$ cat config.mk
export PLATFORM = sky130hd
export DESIGN_NAME = uart_tx_fifo
export DESIGN_NICKNAME = d
export VERILOG_FILES = /design/src/rtl/uart_tx_fifo.sv
export SDC_FILE = /design/constraint.sdc
export NUM_CORES = 1
export LEC_CHECK = 0
export CORE_MARGIN = 4
export CORE_UTILIZATION = 45
export CTS_CLUSTER_SIZE = 16
export DETAILED_ROUTE_END_ITERATION = 12
export PLACE_DENSITY_LB_ADDON = 0.05
export SLEW_MARGIN = 20
export SYNTH_ARGS = -nofsm -noshare
export SYNTH_HDL_FRONTEND = slang
export SYNTH_SLANG_ARGS = --single-unit
export TNS_END_PERCENT = 5
$ cat constraint.sdc
create_clock -name i_clk -period 7.81 [get_ports i_clk]
set_input_delay 0.781 -clock i_clk [delete_from_list [all_inputs] [get_ports i_clk]]
set_output_delay 0.781 -clock i_clk [all_outputs]
set_load 0.01 [all_outputs]
$ cat src/rtl/uart_tx_fifo.sv
// UART transmitter fed by a small FIFO. Frames are sent back-to-back while
// words are buffered: start bit, DATA_BITS data bits LSB first, optional
// parity bit, then STOP_BITS stop bits.
module uart_tx_fifo #(
  parameter int unsigned CLK_PER_BIT = 2604,
  parameter int unsigned DATA_BITS   = 8,
  parameter int unsigned PARITY_MODE = 0,
  parameter int unsigned STOP_BITS   = 1,
  parameter int unsigned FIFO_DEPTH  = 4
) (
  input  logic                          i_clk,
  input  logic                          i_rst,
  input  logic [DATA_BITS-1:0]          i_data,
  input  logic                          i_tx_send,
  output logic                          o_tx_ready,
  output logic                          o_tx,
  output logic                          o_tx_hs,
  output logic                          o_active,
  output logic [$clog2(FIFO_DEPTH):0]   o_fifo_count
);

  localparam int unsigned CW = $clog2(CLK_PER_BIT);
  localparam int unsigned BW = $clog2(DATA_BITS);
  localparam int unsigned PW = $clog2(FIFO_DEPTH);

  localparam logic [CW-1:0] CLK_LAST  = CW'(CLK_PER_BIT - 1);
  localparam logic [CW-1:0] CLK_PRE   = CW'(CLK_PER_BIT - 2);
  localparam logic [BW-1:0] DATA_LAST = BW'(DATA_BITS - 1);
  localparam logic [BW-1:0] STOP_LAST = BW'(STOP_BITS - 1);
  localparam logic [PW:0]   CNT_FULL  = (PW + 1)'(FIFO_DEPTH);
  localparam logic [PW:0]   CNT_ONE   = (PW + 1)'(1);
  // Mode 3 (and anything else) falls back to no parity.
  localparam bit PAR_EN  = (PARITY_MODE == 1) || (PARITY_MODE == 2);
  localparam bit PAR_ODD = (PARITY_MODE == 2);

  typedef enum logic [2:0] {StIdle, StStart, StData, StParity, StStop} state_e;

  // FIFO storage and pointers
  logic [DATA_BITS-1:0] r_mem [FIFO_DEPTH];
  logic [PW-1:0]        r_wr_ptr, r_rd_ptr;
  logic [PW:0]          r_count;

  // Transmit state
  state_e               r_state, w_state_next;
  logic [CW-1:0]        r_clk_cnt, w_clk_cnt_next;
  logic [BW-1:0]        r_bit_cnt, w_bit_cnt_next;
  logic [DATA_BITS-1:0] r_shift, w_shift_next;
  logic                 r_par, w_par_next;
  logic                 r_tx, w_tx_next;
  logic                 r_active, w_active_next;
  logic                 r_tx_hs, w_tx_hs_next;

  logic                 w_push, w_pop;
  logic [DATA_BITS-1:0] w_head;

  assign o_tx_ready   = (r_count != CNT_FULL);
  assign o_fifo_count = r_count;
  assign o_tx         = r_tx;
  assign o_active     = r_active;
  assign o_tx_hs      = r_tx_hs;

  assign w_push = i_tx_send && o_tx_ready;
  assign w_head = r_mem[r_rd_ptr];

  // FIFO storage write; contents need no reset since pointers define validity
  always_ff @(posedge i_clk) begin
    if (w_push) begin
      r_mem[r_wr_ptr] <= i_data;
    end
  end

  // FIFO pointers and occupancy
  always_ff @(posedge i_clk) begin
    if (i_rst) begin
      r_wr_ptr <= '0;
      r_rd_ptr <= '0;
      r_count  <= '0;
    end else begin
      if (w_push) r_wr_ptr <= r_wr_ptr + 1'b1;
      if (w_pop)  r_rd_ptr <= r_rd_ptr + 1'b1;
      case ({w_push, w_pop})
        2'b10:   r_count <= r_count + CNT_ONE;
        2'b01:   r_count <= r_count - CNT_ONE;
        default: r_count <= r_count;
      endcase
    end
  end

  // Frame sequencer next state; line outputs are derived from the next state so they register
  always_comb begin
    w_state_next   = r_state;
    w_clk_cnt_next = r_clk_cnt;
    w_bit_cnt_next = r_bit_cnt;
    w_shift_next   = r_shift;
    w_par_next     = r_par;
    w_tx_hs_next   = 1'b0;
    w_pop          = 1'b0;

    case (r_state)
      StIdle: begin
        if (r_count != '0) begin
          w_pop          = 1'b1;
          w_shift_next   = w_head;
          w_par_next     = PAR_ODD ^ (^w_head);
          w_clk_cnt_next = '0;
          w_bit_cnt_next = '0;
          w_state_next   = StStart;
        end
      end
      StStart: begin
        if (r_clk_cnt == CLK_LAST) begin
          w_clk_cnt_next = '0;
          w_bit_cnt_next = '0;
          w_state_next   = StData;
        end else begin
          w_clk_cnt_next = r_clk_cnt + 1'b1;
        end
      end
      StData: begin
        if (r_clk_cnt == CLK_LAST) begin
          w_clk_cnt_next = '0;
          w_shift_next   = r_shift >> 1;
          if (r_bit_cnt == DATA_LAST) begin
            w_bit_cnt_next = '0;
            w_state_next   = PAR_EN ? StParity : StStop;
          end else begin
            w_bit_cnt_next = r_bit_cnt + 1'b1;
          end
        end else begin
          w_clk_cnt_next = r_clk_cnt + 1'b1;
        end
      end
      StParity: begin
        if (r_clk_cnt == CLK_LAST) begin
          w_clk_cnt_next = '0;
          w_bit_cnt_next = '0;
          w_state_next   = StStop;
        end else begin
          w_clk_cnt_next = r_clk_cnt + 1'b1;
        end
      end
      StStop: begin
        // Registered pulse lands on the final stop cycle.
        if ((r_bit_cnt == STOP_LAST) && (r_clk_cnt == CLK_PRE)) begin
          w_tx_hs_next = 1'b1;
        end
        if (r_clk_cnt == CLK_LAST) begin
          w_clk_cnt_next = '0;
          if (r_bit_cnt == STOP_LAST) begin
            w_bit_cnt_next = '0;
            if (r_count != '0) begin
              w_pop        = 1'b1;
              w_shift_next = w_head;
              w_par_next   = PAR_ODD ^ (^w_head);
              w_state_next = StStart;
            end else begin
              w_state_next = StIdle;
            end
          end else begin
            w_bit_cnt_next = r_bit_cnt + 1'b1;
          end
        end else begin
          w_clk_cnt_next = r_clk_cnt + 1'b1;
        end
      end
      default: w_state_next = StIdle;
    endcase

    case (w_state_next)
      StStart:  w_tx_next = 1'b0;
      StData:   w_tx_next = w_shift_next[0];
      StParity: w_tx_next = w_par_next;
      default:  w_tx_next = 1'b1;
    endcase
    w_active_next = (w_state_next != StIdle);
  end

  // Sequencer state and registered line outputs
  always_ff @(posedge i_clk) begin
    if (i_rst) begin
      r_state   <= StIdle;
      r_clk_cnt <= '0;
      r_bit_cnt <= '0;
      r_shift   <= '0;
      r_par     <= 1'b0;
      r_tx      <= 1'b1;
      r_active  <= 1'b0;
      r_tx_hs   <= 1'b0;
    end else begin
      r_state   <= w_state_next;
      r_clk_cnt <= w_clk_cnt_next;
      r_bit_cnt <= w_bit_cnt_next;
      r_shift   <= w_shift_next;
      r_par     <= w_par_next;
      r_tx      <= w_tx_next;
      r_active  <= w_active_next;
      r_tx_hs   <= w_tx_hs_next;
    end
  end

endmodule

==> flow_metrics.tcl <==
set metrics [dict create \
    status "complete, no violations" \
    tns_ns 0 \
    grt_pass1_wl_mm 9.30 \
    num_antenna_cells 0 \
    drtPass1Iterations 5 \
    post-route-min-period_ns 3.01 \
    clock_sinks 71 \
    synth_cells 274 \
    grt_usage_pct 14.1 \
    tightest_slew_ns 0.952 \
    ys_types 52 \
    yosysSeqAreaShare_pct 54.2 \
    die_area_sq_mm 0.00856 \
    core_sq_mm 0.00687 \
    avgRoutedWirePerCell_um 14.3 \
    postSynth.asyncResetShare_pct 0 \
    cp_max_fo 12 \
    slew_violations 0 \
    hold_violations 0 \
    post-route-period-util_pct 38.6 \
    port_buffers 17 \
    end_kind "register" \
    crit_chain "ha_1, and3b_1, a41oi_2, nor2_2, ha_1, inv_1, fa_1, xor2_1, or3_1, a21oi_1" \
    hold_slack_ns 0.456 \
    vdd_ir_drop_max_uv 143 \
    syn2layout_area_growth_pct 13.2 \
    path_common_cell "ha_1" \
    multi_input_area_sq_mm 0.00136 \
    grt_overflow 0 \
    synth_ff_type "dfxtp_1" \
    cts_root_buf "clkbuf_8" \
    num-nets-final 315 \
    cts_buffers 9 \
    clk_pin_slew_ns 0.08 \
    crit_buf_inv 1 \
    start_kind "register" \
    die_w_um 92.5 \
    syn-num-nets 296 \
    rsz0062_at_grt "false" \
    path_class "register to register" \
    synth_edf_count 32 \
    drive_above_1_share_pct 10.7 \
    skew_ns 0.00731 \
    slowest_delay_ns 0.49 \
    cts_hold_buf 0 \
    drt_drc_violations_left 0 \
    cts_buffer_depth 2 \
    synth-seq-cells 71 \
    setup_viol 0 \
    max_freq_mhz 332 \
    ctsResizeCount 0 \
    insertion_delay_ns 0.33 \
    worstPathArrival_ns 3.27 \
    routed_via_density 5.14 \
    n_fill_cell 620 \
    grt_pass1_vias 1897 \
    die_h_um 92.5 \
    cts_tree "yes" \
    maxCapViolations 0 \
    syn_area_sq_mm 0.00322 \
    ioPinCount 18 \
    yosys_warnings 0 \
    rows 30 \
    required_ns 8.06 \
    start_util_pct 46.8 \
    drtIter0Drc 59 \
    dp_hpwl_mm 3.97 \
    synth_area_per_cell_sq_um 11.7 \
    place.gp.congestion 0.801 \
    antenna_found_initial 0 \
    cts.repair_timing.setup_buffer_count 0 \
    crit_slowest_cell "nor2_2" \
    slew-limit-headroom_pct 36.4 \
    p_per_area_mw_per_mm2 329 \
    vias 2025 \
    routed_wl_mm 5.65 \
    regArea_sq_mm 0.00174 \
    ant_nets 0 \
    cpLargestDelayFamily "simple AND/OR/NAND/NOR gates" \
    grt_max_degree 27 \
    hold_class "register to register" \
    h-tree-depth 3 \
    p_leak_nw 1.28 \
]
==> placed cells by master (no fill, tap or decap), types with 2 or more instances in the layout <==
| master | synthesis | final |
|---|---|---|
| o22ai_1 | 2 | 2 |
| clkbuf_8 | 0 | 9 |
| nor2b_1 | 2 | 2 |
| o211ai_1 | 2 | 2 |
| edfxtp_1 | 32 | 32 |
| and4bb_1 | 2 | 2 |
| nor2_1 | 33 | 33 |
| and4_1 | 3 | 3 |
| nand3_1 | 6 | 6 |
| nor3b_1 | 3 | 3 |
| o21ai_0 | 2 | 2 |
| a21oi_1 | 12 | 12 |
| clkinv_4 | 0 | 2 |
| nand4_1 | 3 | 3 |
| and3_1 | 4 | 4 |
| xor2_1 | 7 | 7 |
| xnor2_1 | 17 | 17 |
| a22oi_1 | 8 | 8 |
| clkinv_2 | 0 | 2 |
| dfxtp_1 | 39 | 39 |
| nor4_1 | 3 | 3 |
| mux2i_1 | 3 | 3 |
| or3_1 | 3 | 3 |
| inv_1 | 15 | 15 |
| mux4_2 | 8 | 8 |
| nor3_1 | 7 | 7 |
| nand2b_1 | 2 | 2 |
| clkdlybuf4s50_1 | 0 | 17 |
| ha_1 | 10 | 10 |
| nand2_1 | 16 | 16 |
==> cell families after synthesis <==
logic type / count (synthesis) / synth area share [%]
DFF: 71 / 54.2
xor gates and xnor gates: 24 / 6.54
buffers and inverters: 24 / 3.46
AOI/OAI and AO/OA: 39 / 9.42
adders and majority gates: 11 / 4.51
and+or+nand+nor: 94 / 15.4
muxes: 11 / 6.54
==> area by class of cell <==
type / count / share of cell area, %
clock buffer: 10 / 3.51
inverter: 15 / 1.55
tap: 96 / 3.30
timing repair buffer: 17 / 4.68
sequential: 71 / 47.9
multi-input combinational: 179 / 37.4
clock inverter: 6 / 1.68
==> state kept, by name, indices dropped and copies added, names as in the netlist, named ones only <==
register	cells
o_active	1
o_tx_hs	1
r_bit_cnt	3
r_clk_cnt	12
r_rd_ptr	2
r_wr_ptr	2
o_fifo_count	3
r_shift	8
r_par	1
o_tx	1
r_mem	32
r_state	3
==> per-stage QoR <==
step                      worst slack (ns)  cells  instance area (sq um)  power, W  util (%)
after detailed placement              4.78    378                   3450  0.000928      50.2
final                                 4.80    394                   3640   0.00120      53.0
after global routing                  4.55    394                   3640   0.00128      53.0
after global placement                4.85    378                   3450  0.000928      50.2
after floorplan                       5.22    274                   3220  0.000839         -
after CTS                             4.76    394                   3640   0.00121      53.0
==> metal layers <==
metal / track usage (%) / up-vias / part of all wire [%]
met5: 0 / - / 0
met4: 6.31 / 0 / 1.1
met3: 3.17 / 8 / 2.5
met2: 22.8 / 18 / 49
met1: 18.0 / 971 / 47
li1: - / 1028 / -
==> synth_stat cells (all sizes together), types with 5 or more instances <==
cell,count,area (sq um)
a22oi,8,60.1
buf,5,38.8
a21oi,12,60.1
nor2,34,130
xor2,7,61.3
nand3,6,30.0
ha,10,125
nor3,8,51.3
nand2,17,66.3
inv,15,56.3
xnor2,17,149
dfxtp,39,781
mux4,8,180
edfxtp,32,961
==> path summary, 6_finish.rpt <==
path                                  start                            to  slack, ns  cells past startpoint
setup / recovery  r_clk_cnt[0]$_SDFFE_PP0P_  o_fifo_count[2]$_SDFFE_PP0P_       4.80                     10
hold / removal      r_shift[2]$_SDFFE_PP0P_       r_shift[2]$_SDFFE_PP0P_       0.46                      2
hold reg to reg     r_shift[2]$_SDFFE_PP0P_       r_shift[2]$_SDFFE_PP0P_       0.46                      2
setup reg to reg  r_clk_cnt[0]$_SDFFE_PP0P_  o_fifo_count[2]$_SDFFE_PP0P_       4.80                     10
==> power by group <==
part	switching, W	leakage (nW)	internal (W)	total (W)
registers	0.0000520	0.612	0.000450	0.000502
clock network	0.000134	0.0976	0.000147	0.000281
logic	0.000221	0.570	0.000193	0.000414
total	0.000407	1.28	0.000789	0.00120
==> worst min-delay path, cell delays in order (launching register included) <==
cell	delay, ns
dfxtp_1	0.31
nand2_1	0.05
a21oi_1	0.05
Power figures use the tool's default switching activity.
